--- config.mk ---
export PLATFORM = sky130hd
export DESIGN_NAME = serial_borrow_subtractor
export DESIGN_NICKNAME = d
export VERILOG_FILES = /design/src/rtl/serial_borrow_subtractor_pkg.sv /design/src/rtl/serial_borrow_subtractor_full_subtractor.sv /design/src/rtl/serial_borrow_subtractor.sv
export SDC_FILE = /design/constraint.sdc
export NUM_CORES = 1
export LEC_CHECK = 0
export CORE_MARGIN = 2
export CORE_UTILIZATION = 40
export CTS_BUF_LIST = sky130_fd_sc_hd__clkbuf_4 sky130_fd_sc_hd__clkbuf_8
export CTS_CLUSTER_DIAMETER = 200
export DETAILED_ROUTE_END_ITERATION = 10
export GPL_TIMING_DRIVEN = 0
export PLACE_DENSITY = 0.78
export SETUP_SLACK_MARGIN = 0.02
export SLEW_MARGIN = 20
export SYNTH_ARGS = -nofsm -noshare
export SYNTH_HDL_FRONTEND = slang
export SYNTH_HIERARCHICAL = 1
export SYNTH_SLANG_ARGS = --single-unit
--- constraint.sdc ---
create_clock -name clk -period 2 [get_ports clk]
set_input_delay 0.6 -clock clk [delete_from_list [all_inputs] [get_ports clk]]
set_output_delay 0.6 -clock clk [all_outputs]
set_load 0.005 [all_outputs]
--- src/rtl/serial_borrow_subtractor_pkg.sv ---
// Shared definitions for the bit-serial borrow-ripple subtractor.
// The optional signed-overflow feature is enabled by defining SERIAL_SUB_OVF_EN.
package serial_borrow_subtractor_pkg;

    localparam int DEFAULT_WIDTH = 4;

    localparam logic [1:0] ST_IDLE  = 2'd0;
    localparam logic [1:0] ST_SHIFT = 2'd1;
    localparam logic [1:0] ST_DONE  = 2'd2;

    typedef enum logic [1:0] {
        IDLE  = ST_IDLE,
        SHIFT = ST_SHIFT,
        DONE  = ST_DONE
    } state_t;

    // Bit counter only has to reach WIDTH-1; keep at least one bit.
    function automatic int cnt_width(input int width);
        if (width <= 2) begin
            return 1;
        end
        return $clog2(width);
    endfunction

endpackage

--- src/rtl/serial_borrow_subtractor_full_subtractor.sv ---
// Single-bit full subtractor: d = a - b - bin, with borrow out.
// Purely combinational; the subtract-direction twin of the full-adder cell.
module full_subtractor (
    input  logic a,
    input  logic b,
    input  logic bin,
    output logic d,
    output logic bout
);

    assign d    = a ^ b ^ bin;
    assign bout = (~a & b) | (~(a ^ b) & bin);

endmodule

--- src/rtl/serial_borrow_subtractor.sv ---
// Bit-serial ripple subtractor D = A - B, LSB first, one bit per clock.
// Define SERIAL_SUB_OVF_EN to compute the two's-complement overflow flag ovf.
module serial_borrow_subtractor
    import serial_borrow_subtractor_pkg::*;
#(
    parameter int WIDTH = DEFAULT_WIDTH
) (
    input  logic             clk,
    input  logic             rst,
    input  logic             start,
    input  logic [WIDTH-1:0] A,
    input  logic [WIDTH-1:0] B,
    output logic [WIDTH-1:0] D,
    output logic             bout,
    output logic             busy,
    output logic             done,
    output logic             ovf
);

    localparam int             CW   = cnt_width(WIDTH);
    localparam logic [CW-1:0]  LAST = CW'(WIDTH - 1);

    state_t             state_q, state_d;
    logic [WIDTH-1:0]   a_sh_q, a_sh_d;
    logic [WIDTH-1:0]   b_sh_q, b_sh_d;
    logic [WIDTH-1:0]   d_q, d_d;
    logic [CW-1:0]      cnt_q, cnt_d;
    logic               borrow_q, borrow_d;
    logic               bout_q, bout_d;

    logic               fs_d;
    logic               fs_bout;

`ifdef SERIAL_SUB_OVF_EN
    logic               a_msb_q, a_msb_d;
    logic               b_msb_q, b_msb_d;
    logic               ovf_q, ovf_d;
`endif

    full_subtractor u_fs (
        .a    (a_sh_q[0]),
        .b    (b_sh_q[0]),
        .bin  (borrow_q),
        .d    (fs_d),
        .bout (fs_bout)
    );

    always_ff @(posedge clk) begin
        if (rst) begin
            state_q  <= IDLE;
            a_sh_q   <= '0;
            b_sh_q   <= '0;
            d_q      <= '0;
            cnt_q    <= '0;
            borrow_q <= 1'b0;
            bout_q   <= 1'b0;
`ifdef SERIAL_SUB_OVF_EN
            a_msb_q  <= 1'b0;
            b_msb_q  <= 1'b0;
            ovf_q    <= 1'b0;
`endif
        end else begin
            state_q  <= state_d;
            a_sh_q   <= a_sh_d;
            b_sh_q   <= b_sh_d;
            d_q      <= d_d;
            cnt_q    <= cnt_d;
            borrow_q <= borrow_d;
            bout_q   <= bout_d;
`ifdef SERIAL_SUB_OVF_EN
            a_msb_q  <= a_msb_d;
            b_msb_q  <= b_msb_d;
            ovf_q    <= ovf_d;
`endif
        end
    end

    always_comb begin
        state_d  = state_q;
        a_sh_d   = a_sh_q;
        b_sh_d   = b_sh_q;
        d_d      = d_q;
        cnt_d    = cnt_q;
        borrow_d = borrow_q;
        bout_d   = bout_q;
`ifdef SERIAL_SUB_OVF_EN
        a_msb_d  = a_msb_q;
        b_msb_d  = b_msb_q;
        ovf_d    = ovf_q;
`endif

        case (state_q)
            // DONE accepts start exactly like IDLE so operations can run back-to-back.
            IDLE, DONE: begin
                state_d = IDLE;
                if (start) begin
                    state_d  = SHIFT;
                    a_sh_d   = A;
                    b_sh_d   = B;
                    d_d      = '0;
                    cnt_d    = '0;
                    borrow_d = 1'b0;
                    bout_d   = 1'b0;
`ifdef SERIAL_SUB_OVF_EN
                    a_msb_d  = A[WIDTH-1];
                    b_msb_d  = B[WIDTH-1];
                    ovf_d    = 1'b0;
`endif
                end
            end
            SHIFT: begin
                a_sh_d   = a_sh_q >> 1;
                b_sh_d   = b_sh_q >> 1;
                d_d      = {fs_d, d_q[WIDTH-1:1]};
                borrow_d = fs_bout;
                if (cnt_q == LAST) begin
                    state_d = DONE;
                    bout_d  = fs_bout;
`ifdef SERIAL_SUB_OVF_EN
                    // fs_d is the result MSB on the final bit.
                    ovf_d   = (a_msb_q != b_msb_q) && (fs_d != a_msb_q);
`endif
                end else begin
                    cnt_d = cnt_q + CW'(1);
                end
            end
            default: begin
                state_d = IDLE;
            end
        endcase
    end

    assign D    = d_q;
    assign bout = bout_q;
    assign busy = (state_q == SHIFT);
    assign done = (state_q == DONE);

`ifdef SERIAL_SUB_OVF_EN
    assign ovf  = ovf_q;
`else
    assign ovf  = 1'b0;
`endif

endmodule

# After elaboration in Yosys (flattened, before gate mapping)
# Cells that the tools add are included.
dict set report word_totals {
  reg_bits 18
  latchBits 0
  ram_bits 0
  mem_bits_ro 0
  in_bits 11
  output_inout_bits 8
  memories 0
}
dict set report classes {
  add_sub_neg 1
  multipliers 0
  div_mod_pow 0
  n_lt_le_gt_ge 0
  eq_ne 6
  n_shift 0
  muxes 16
  bitwise 7
  reduce_logical 6
}
# cell count
set op_table {}
lappend op_table {{$pmux W4 S2} 3}
lappend op_table {{$mux W4} 3}
lappend op_table {{$pmux W2 S2} 2}
lappend op_table {{$mux W2} 3}
lappend op_table {{$reduce_and A3 Y1} 2}
lappend op_table {{$eq A2 B2 Y1 const B} 2}
lappend op_table {{$ne A2 B2 Y1 const B} 2}
lappend op_table {{$pmux W1 S2} 2}
lappend op_table {{$mux W1} 3}
lappend op_table {{$add A2 B1 Y2 const B} 1}
lappend op_table {{$and A1 B1 Y1} 2}
lappend op_table {{$eq A2 B1 Y1 const B} 1}
lappend op_table {{$logic_not A2 Y1} 1}
lappend op_table {{$ne A2 B1 Y1 const B} 1}
lappend op_table {{$not A1 Y1} 2}
lappend op_table {{$reduce_and A2 Y1} 1}
lappend op_table {{$reduce_bool A2 Y1} 1}
lappend op_table {{$reduce_or A2 Y1} 1}
lappend op_table {{$xor A1 B1 Y1} 2}
lappend op_table {{$or A1 B1 Y1} 1}

# Depth between registers and ports, before layout
# Gate-level depths: netlist of run 1.
dict set report depth {
  word_depth 6
  ltp_mapped 5
  mapped_depth_nobuf 5
}

# Cells and area by module
# The synthesis of run 1 kept the hierarchy.
# module n_inst cells_per_inst area_per_inst_um2
set modules_own_cells {}
lappend modules_own_cells {serial_borrow_subtractor 1 91 750.7}
lappend modules_own_cells {full_subtractor 1 4 31.3}

# Least setup slack after synthesis of run 1
# No wires, ideal clock.
dict set report synth_path {
  path_kind {register to output}
  startpoint {register state_q[1]}
  endpoint {output busy}
  arrival_ns 0.666
  slack_ns 0.734
  stages_incl_launch_ff 3
  path_cell_list {dfxtp_1 nand2b_1 clkinv_1}
}
dict set report synth_via {
  elab_chain_cells 1
}
# item line_no
set synth_rtl {}
lappend synth_rtl {{start: declaration} serial_borrow_subtractor.sv:23} ;# state_t state_q, state_d;
lappend synth_rtl {{start signal: assignment} serial_borrow_subtractor.sv:63} ;# state_q <= state_d;
lappend synth_rtl {{$eq A2 B1 Y1} serial_borrow_subtractor.sv:135} ;# assign busy = (state_q == SHIFT);
lappend synth_rtl {{end: declaration} serial_borrow_subtractor.sv:15} ;# output logic busy,
# No other way between the ends.

# Worst setup path after layout of run 1
dict set report layout_path {
  startpoint {register state_q[1]}
  endpoint {output done}
}
dict set report layout_via {
  elab_chain_cells 1
}
# item line_no
set layout_rtl {}
lappend layout_rtl {{$eq A2 B2 Y1} serial_borrow_subtractor.sv:136} ;# assign done = (state_q == DONE);
lappend layout_rtl {{end: declaration} serial_borrow_subtractor.sv:16} ;# output logic done,
# No other way between the ends.

==> results_dict.tcl, run 1 <==
set metrics [dict create \
    synth_nets 108 \
    yosys-top-cells-area "dfxtp_1, nand2_1, a311oi_1" \
    p_comb_share_pct 16.2 \
    cts_tree "done" \
    fill_cells 161 \
    outcome "finished clean" \
    cts_htree_levels 1 \
    post_cts_buffers 0 \
    yosysSeqAreaShare_pct 46.08 \
    end_kind "output port" \
    clk_pin_slew_worst_paths_ns 0.10 \
    syn_area_per_cell_um2 8.232 \
    hold_violations 0 \
    cts_root_buffer "clkbuf_4" \
    hold_depth 2 \
    syn_inst 95 \
    viasPerCell 5.064 \
    slew_viol_final 0 \
    avgRoutedWirePerCell_um 12.22 \
    worstHoldStart "D[3]" \
    setup_tns_ns 0 \
    io_pins 19 \
    grt_pass1_wl_um 2711 \
    reg2reg_depth 3 \
    antenna_cells 0 \
    overflow 0 \
    synthFlopType "dfxtp_1" \
    postLayoutCoreUtil_pct 57.54 \
    clock_latency_ns 0.29 \
    crit_type "flip-flop to output port" \
    intPower_uw 547.8 \
    switchingPower_uw 186.7 \
    max_freq_mhz 536.4 \
    yosysTopAreaCellShare_pct 46.08 \
    grt_max_degree 11 \
    fin_crit_sh_pct 93.21 \
    r2r_start "cnt_q[0]" \
    worstPathRequired_ns 1.40 \
    vias 709 \
    cts_buffers 3 \
    hold_buffers 0 \
    ir_drop_v 0.0004896 \
    design_area_um2 1026 \
    antenna_found_initial 0 \
    crit_arrival_ns 1.26 \
    ys_async_sr_fraction_pct 0 \
    syn-cell-area_um2 782.0 \
    hp-class "flip-flop to flip-flop" \
    hold_ws_ns 0.4782 \
    place_area_um2 973.4 \
    rsz0062_at_grt "false" \
    ys_seq_elements 18 \
    synth_edf_count 0 \
    drive_gt1_share_pct 12.17 \
    antenna_left 0 \
    p_per_area_nw_per_um2 715.9 \
    routed_wl_um 1711 \
    cp_max_fo 3 \
    rrSetupSlack_ns 0.82 \
    clkPwrFrac_pct 30.2 \
    skew_ns 0.003183 \
    synth_top_area_cell "dfxtp_1" \
    synth_cell_types 22 \
    start_kind "flip-flop" \
    synthTopCellsByCount "nand2_1, dfxtp_1, a21oi_1" \
    first_iter_violations 10 \
    fin_nets 129 \
    die_h_um 48.22 \
    row_count 15 \
    seq_area_um2 361.6 \
    coreArea_um2 1783 \
    yosysWarningCount 6 \
    die_w_um 48.22 \
    period_minus_slack_ns 1.864 \
    p_leak_uw 0.0003970 \
    area_delta_synth_final_pct 31.20 \
    seq_power_share_pct 53.6 \
    regToRegEndpoint "cnt_q[0]" \
    portBuffers 16 \
    drt_pass1_iterations 4 \
    max_cap_viol_count 0 \
    start_util_pct 43.86 \
    dieArea_um2 2325 \
    grt.total_usage_pct 17.05 \
    drc 0 \
    setup_violations 0 \
    min_to "D[2]" \
    multi_input_area_um2 361.6 \
    yosys.cell_count.top_type "nand2_1" \
    dp_hpwl_um 1239 \
    finalPower_uw 734.5 \
    clock_path_buffers 2 \
    gp_congestion 0.7724 \
    p_sw_share_pct 25.42 \
    clock-sinks 18 \
    grt_pass1_vias 639 \
]
per-stage QoR:
stage,setup slack [ns],std cells
3_5_place_dp,0.09366,136
4_1_cts,0.02392,140
6_report,0.1358,140
2_1_floorplan,0.7338,95
3_3_place_gp,0.1280,136
5_1_grt,0.09149,140
cell usage in the layout, fill, tap and decap left out:
cell             synthesis  layout
nand3_1                  9       9
a311oi_1                 6       6
o211ai_1                 2       2
nor2b_1                  2       2
conb_1                   1       1
fa_1                     1       1
dlymetal6s2s_1           0       1
nand2b_4                 0       1
dfxtp_2                  0       1
ha_1                     1       1
nand3b_1                 2       2
buf_4                    3       3
nand2b_1                 2       1
clkinv_4                 0       1
o21a_1                   1       1
nor2_1                   8       8
buf_2                    2       2
clkbuf_8                 0       1
clkbuf_2                 1       1
clkbuf_4                 0       3
clkdlybuf4s50_1          0      15
buf_6                    1       1
buf_1                    1       1
dfxtp_1                 18      17
or3_1                    1       1
nand2_1                 19      19
inv_1                    3       3
a21oi_1                 10      10
critical path: stages, from the launching register on:
cell and delay (ns):
dfxtp_1 0.35, nor2b_1 0.13, clkdlybuf4s50_1 0.50
cell families (layout without fill, tap and decap cells):
group / Yosys count / after routing / synth area share, %
other: 1 / 1 / 0.4795
and+or+nand+nor: 43 / 43 / 24.64
AOI/OAI and AO/OA: 19 / 19 / 16.00
adders and majority gates: 2 / 2 / 4.160
buffers and inverters: 12 / 32 / 8.638
DFF: 18 / 18 / 46.08
how the worst max path moves through the flow:
stage,from,end,slack (ns),depth (start not counted)
final,state_q[1],done,0.14,2
after global routing,state_q[1],done,0.09,2
after CTS,state_q[1],busy,0.02,3
after detailed placement,state_q[1],busy,0.09,3
after global placement,state_q[1],busy,0.13,3
after floorplan,state_q[1],busy,0.73,2
power by group through the flow:
stage	registers, uW	clock network [uW]	logic (uW)
6_report	394	222	119
2_1_floorplan	398	0	73.9
4_1_cts	394	225	120
3_3_place_gp	400	0	113
5_1_grt	397	240	133
3_5_place_dp	401	0	116
sequential cells by signal, indices dropped and copies added (netlist names):
register  flops
D             4
a_sh_q        4
b_sh_q        4
borrow_q      1
bout          1
cnt_q         2
state_q       2
layout make-up:
type	count	share of cell area, %
well taps	25	3.049
clock buffers	4	3.537
inverters	4	1.951
plain buffers	8	5.122
multi-input cells	65	35.24
repair buffers	16	15.85
flip-flops and latches	18	35.24
layer usage:
layer | global-route usage (%) | wire [um] | up-vias
met1 | 19.82 | 787 | 329
li1 | - | - | 363
met5 | 0 | 0 | -
met2 | 29.74 | 843 | 15
met4 | 4.865 | 14 | 0
met3 | 5.556 | 66 | 2
timing repair:
action / CTS / global route
gates resized for setup: 5 / 1
hold endpoints to repair: 0 / 0
endpoints found under the setup margin: 1 / 1
No activity file was read; power rests on OpenSTA's default activity.
==> run 2, diff against run 1 <==
--- a/config.mk
+++ b/config.mk
@@ -12,6 +12,7 @@
 export DETAILED_ROUTE_END_ITERATION = 10
 export GPL_TIMING_DRIVEN = 0
 export PLACE_DENSITY = 0.78
+export REMOVE_ABC_BUFFERS = 1
 export SETUP_SLACK_MARGIN = 0.02
 export SLEW_MARGIN = 20
 export SYNTH_ARGS = -nofsm -noshare
==> run 2 against run 1 <==
Against the previous run:
- die area is the same
- worst hold slack lost 0.0090 ns
- clock skew grew 0.0010 ns
- fmax shrank 0.89%
- sequential power is essentially flat
- global-route usage shrank 1.5 points
- clock power grew 2%
- core utilization shrank 0.84 points
- critical path depth is the same
- sequential cell count is the same
- largest cell class is now multi-input gates
- largest power group unchanged
==> results_dict.tcl, run 2 (same netlist as run 1, synthesis figures left out) <==
set metrics [dict create \
    hold_buffers 0 \
    die_h_um 48.22 \
    drive_gt1_share_pct 9.910 \
    grt_pass1_vias 565 \
    hp-class "flip-flop to flip-flop" \
    ir_drop_v 0.0005705 \
    avgRoutedWirePerCell_um 12.10 \
    drc 0 \
    vias 690 \
    crit_buf_inv 1 \
    clk_pin_slew_worst_paths_ns 0.10 \
    worstPathRequired_ns 1.40 \
    p_sw_share_pct 25.94 \
    grt.total_usage_pct 15.54 \
    start_kind "flip-flop" \
    tightest_slew_ns 0.6901 \
    clock_path_buffers 2 \
    first_iter_violations 13 \
    hold_violations 0 \
    fin_nets 125 \
    finalPower_uw 730.0 \
    clkPwrFrac_pct 31.1 \
    cts_root_buffer "clkbuf_4" \
    period_minus_slack_ns 1.881 \
    cts_htree_levels 1 \
    multi_input_area_um2 370.4 \
    switchingPower_uw 189.4 \
    clock_latency_ns 0.30 \
    cts_tree "done" \
    dp_slack_ns -0.5609 \
    coreArea_um2 1783 \
    grt_pass1_wl_um 2456 \
    row_count 15 \
    clock-sinks 18 \
    area_delta_synth_final_pct 29.28 \
    fin_crit_sh_pct 94.05 \
    p_leak_uw 0.0003807 \
    critical_path.cell_chain "nor2b_1, clkdlybuf4s50_1" \
    antenna_cells 0 \
    relSlewSlack_pct 53.85 \
    slew_viol_final 0 \
    p_comb_share_pct 15.0 \
    seq_area_um2 365.4 \
    intPower_uw 540.6 \
    start_util_pct 43.86 \
    skew_ns 0.004232 \
    gp_congestion 0.6759 \
    grt_max_degree 19 \
    cp_max_fo 6 \
    cpMaxStageDelayCell "clkdlybuf4s50_1" \
    layout_commonest_cell "nand2_1" \
    routed_wl_um 1645 \
    dieArea_um2 2325 \
    fill_cells 187 \
    critical_path.max_stage_delay_ns 0.50 \
    end_kind "output port" \
    setup_violations 0 \
    rsz0062_at_grt "false" \
    overflow 0 \
    viasPerCell 5.074 \
    drt_pass1_iterations 4 \
    portBuffers 17 \
    max_cap_viol_count 0 \
    max_freq_mhz 531.6 \
    layout_setup_ws_ns 0.1190 \
    seq_power_share_pct 53.9 \
    io_pins 19 \
    antenna_left 0 \
    crit_arrival_ns 1.28 \
    crit_type "flip-flop to output port" \
    antenna_found_initial 0 \
    outcome "finished clean" \
    cts_buffers 3 \
    die_w_um 48.22 \
    crit_family "buffers and inverters" \
    mostFrequentLayoutCells "nand2_1, dfxtp_1, clkdlybuf4s50_1" \
    hold_ws_ns 0.4692 \
    p_per_area_nw_per_um2 722.1 \
]
## run 2: area by class of cell
class	instances	area share, %
Multi-Input combinational cell	66	36.63
Sequential cell	18	36.14
Timing Repair Buffer	19	18.56
Clock buffer	4	3.589
Tap cell	25	3.094
Inverter	4	1.980
## run 2: per-stage QoR
stage | std cells | util, % | setup TNS [ns] | cell area (um^2)
floorplan | 87 | - | 0 | 729.5
global placement | 129 | 52.21 | -0.5677 | 930.9
detailed placement | 129 | 52.21 | -0.8825 | 930.9
CTS | 135 | 55.93 | 0 | 997.2
global route | 136 | 56.70 | 0 | 1011
finish | 136 | 56.70 | 0 | 1011
## run 2: routing by layer
metal / share of wire, % / global-route usage [%] / up-vias
met5: 0 / 0 / -
met4: 0.91 / 6.486 / 0
met3: 3.7 / 4.444 / 2
met2: 48 / 24.74 / 17
met1: 47 / 19.63 / 319
li1: - / - / 352
## run 2: power by group through the flow
stage / Clock [uW] / Sequential (uW) / Combinational [uW]
after global routing: 244 / 397 / 121
after global placement: 0 / 399 / 98.2
after CTS: 231 / 394 / 110
final: 227 / 394 / 110
after floorplan: 0 / 398 / 56.9
after detailed placement: 0 / 400 / 102
## run 2: worst register-to-register path, cell delays in order, from the launching register on
cell and delay, ns:
dfxtp_4 0.40, nand2b_1 0.53, nand2_1 0.13, a311oi_1 0.28
## run 2: what timing repair did
action | in CTS | in global routing
setup buffers | 1 | 1
endpoints found under the setup margin | 1 | 1
cloned | 1 | 0
resized for setup | 5 | 3
hold endpoints to repair | 0 | 0
## run 2: path summary, 6_finish.rpt
kind                            startpoint         to  slack, ns  depth (start not counted)
worst min register to register        D[0]       D[0]       0.47                          2
worst min-delay path                  D[0]       D[0]       0.47                          2
worst max-delay path            state_q[0]       done       0.12                          2
worst max register to register  state_q[0]  a_sh_q[1]       0.57                          3
==> run 3, diff against run 2 <==
--- a/config.mk
+++ b/config.mk
@@ -11,7 +11,7 @@
 export CTS_CLUSTER_DIAMETER = 200
 export DETAILED_ROUTE_END_ITERATION = 10
 export GPL_TIMING_DRIVEN = 0
-export PLACE_DENSITY = 0.78
+export PLACE_DENSITY_LB_ADDON = 0.2
 export REMOVE_ABC_BUFFERS = 1
 export SETUP_SLACK_MARGIN = 0.02
 export SLEW_MARGIN = 20
==> run 3 against run 2 <==
Against the previous run:
- core utilization shrank 0.070 points
- clock skew down 0.0017 ns
- sequential share of layout area barely moved
- sequential cell count did not move
==> results_dict.tcl, run 3 (same netlist as run 1, synthesis figures left out) <==
set metrics [dict create \
    fin_nets 125 \
    hp-class "flip-flop to flip-flop" \
    cts_htree_levels 1 \
    clk_pin_slew_worst_paths_ns 0.11 \
    intPower_uw 540.4 \
    start_util_pct 43.86 \
    vias 706 \
    crit_type "flip-flop to output port" \
    layout_commonest_cell "nand2_1" \
    row_count 15 \
    worstPathRequired_ns 1.40 \
    design_area_um2 1010 \
    cts_tree "done" \
    ir_drop_v 0.0005575 \
    final_cells 136 \
    overflow 0 \
    portBuffers 17 \
    slew_viol_final 0 \
    avgRoutedWirePerCell_um 13.02 \
    area_delta_synth_final_pct 29.12 \
    cp_max_fo 2 \
    crit_buf_inv 1 \
    antenna_cells 0 \
    hold_violations 0 \
    cpMaxStageDelayCell "clkdlybuf4s50_1" \
    crit_family "buffers and inverters" \
    first_iter_violations 6 \
    grt_pass1_vias 628 \
    start_kind "flip-flop" \
    relSlewSlack_pct 54.19 \
    grt.total_usage_pct 18.33 \
    clock_path_buffers 2 \
    critical_path.max_stage_delay_ns 0.52 \
    mostFrequentLayoutCells "nand2_1, dfxtp_1, clkdlybuf4s50_1" \
    crit_arrival_ns 1.18 \
    critical_path.cell_chain "clkdlybuf4s50_1" \
    antenna_left 0 \
    postLayoutCoreUtil_pct 56.63 \
    io_pins 19 \
    p_leak_uw 0.0003888 \
    p_per_area_nw_per_um2 729.5 \
    tightest_slew_ns 0.6850 \
    skew_ns 0.002566 \
    end_kind "output port" \
    routed_wl_um 1771 \
    switchingPower_uw 196.2 \
    drive_gt1_share_pct 9.910 \
    viasPerCell 5.191 \
    clock_latency_ns 0.30 \
    rsz0062_at_grt "false" \
    p_sw_share_pct 26.64 \
    drt_pass1_iterations 4 \
    gp_congestion 0.6841 \
    outcome "finished clean" \
    antenna_found_initial 0 \
    die_w_um 48.22 \
    clock-sinks 18 \
    seq_power_share_pct 53.5 \
    dpl.cell_count 129 \
    setup_violations 0 \
    dp_hpwl_um 1049 \
    die_h_um 48.22 \
    drc 0 \
    fin_crit_sh_pct 89.16 \
    clkPwrFrac_pct 31.5 \
    dp_slack_ns -0.5863 \
    dieArea_um2 2325 \
    max_cap_viol_count 0 \
    period_minus_slack_ns 1.783 \
    cts_root_buffer "clkbuf_4" \
    layout_setup_ws_ns 0.2169 \
    cts_buffers 3 \
    p_comb_share_pct 15.0 \
    coreArea_um2 1783 \
    place_area_um2 930.9 \
    grt_max_degree 19 \
    grt_pass1_wl_um 2794 \
    max_freq_mhz 560.8 \
]
[run 3: area by class of cell]
type                            instances  area [um^2]
Timing Repair Buffer                   19        186.4
Clock buffer                            4        36.28
Inverter                                4        20.02
Tap cell                               25        31.28
Sequential cell                        18        365.4
Multi-Input combinational cell         66        370.4
Fill cell                             172        773.2
[run 3: per-layer routing]
layer	up-vias	track usage, %	share of wire [%]	routed length [um]
met5	-	0	0	0
met4	0	8.108	1.1	20
met3	2	7.778	5.8	102
met2	17	27.89	48	846
met1	332	22.50	45	801
li1	355	-	-	-
[run 3: final timing paths]
kind | from | end | slack (ns) | depth (start not counted)
min reg2reg | D[3] | D[2] | 0.47 | 2
max | bout | bout | 0.22 | 1
max reg2reg | state_q[0] | a_sh_q[0] | 0.55 | 3
min | D[3] | D[2] | 0.47 | 2
[run 3: timing repair]
item / 4_1_cts / 5_1_grt
resized for setup: 8 / 1
cloned: 1 / 0
hold buffers: 0 / 0
setup endpoints to repair: 1 / 1
buffers inserted: 2 / 0
[run 3: power by group through the flow]
stage	Combinational, uW	Sequential, uW	Clock [uW]
after detailed placement	103	400	0
after global placement	101	400	0
after floorplan	56.9	398	0
after CTS	111	394	240
after global routing	121	397	258
final	111	394	232
[run 3: stage by stage]
stage               TNS, ns  hold slack [ns]  power [uW]
floorplan                 0           0.4418       454.6
detailed placement  -0.6377           0.4597       502.8
finish                    0           0.4732       736.6
global route              0           0.4842       776.4
global placement    -0.7074           0.4532       500.1
CTS                       0           0.4750       745.0
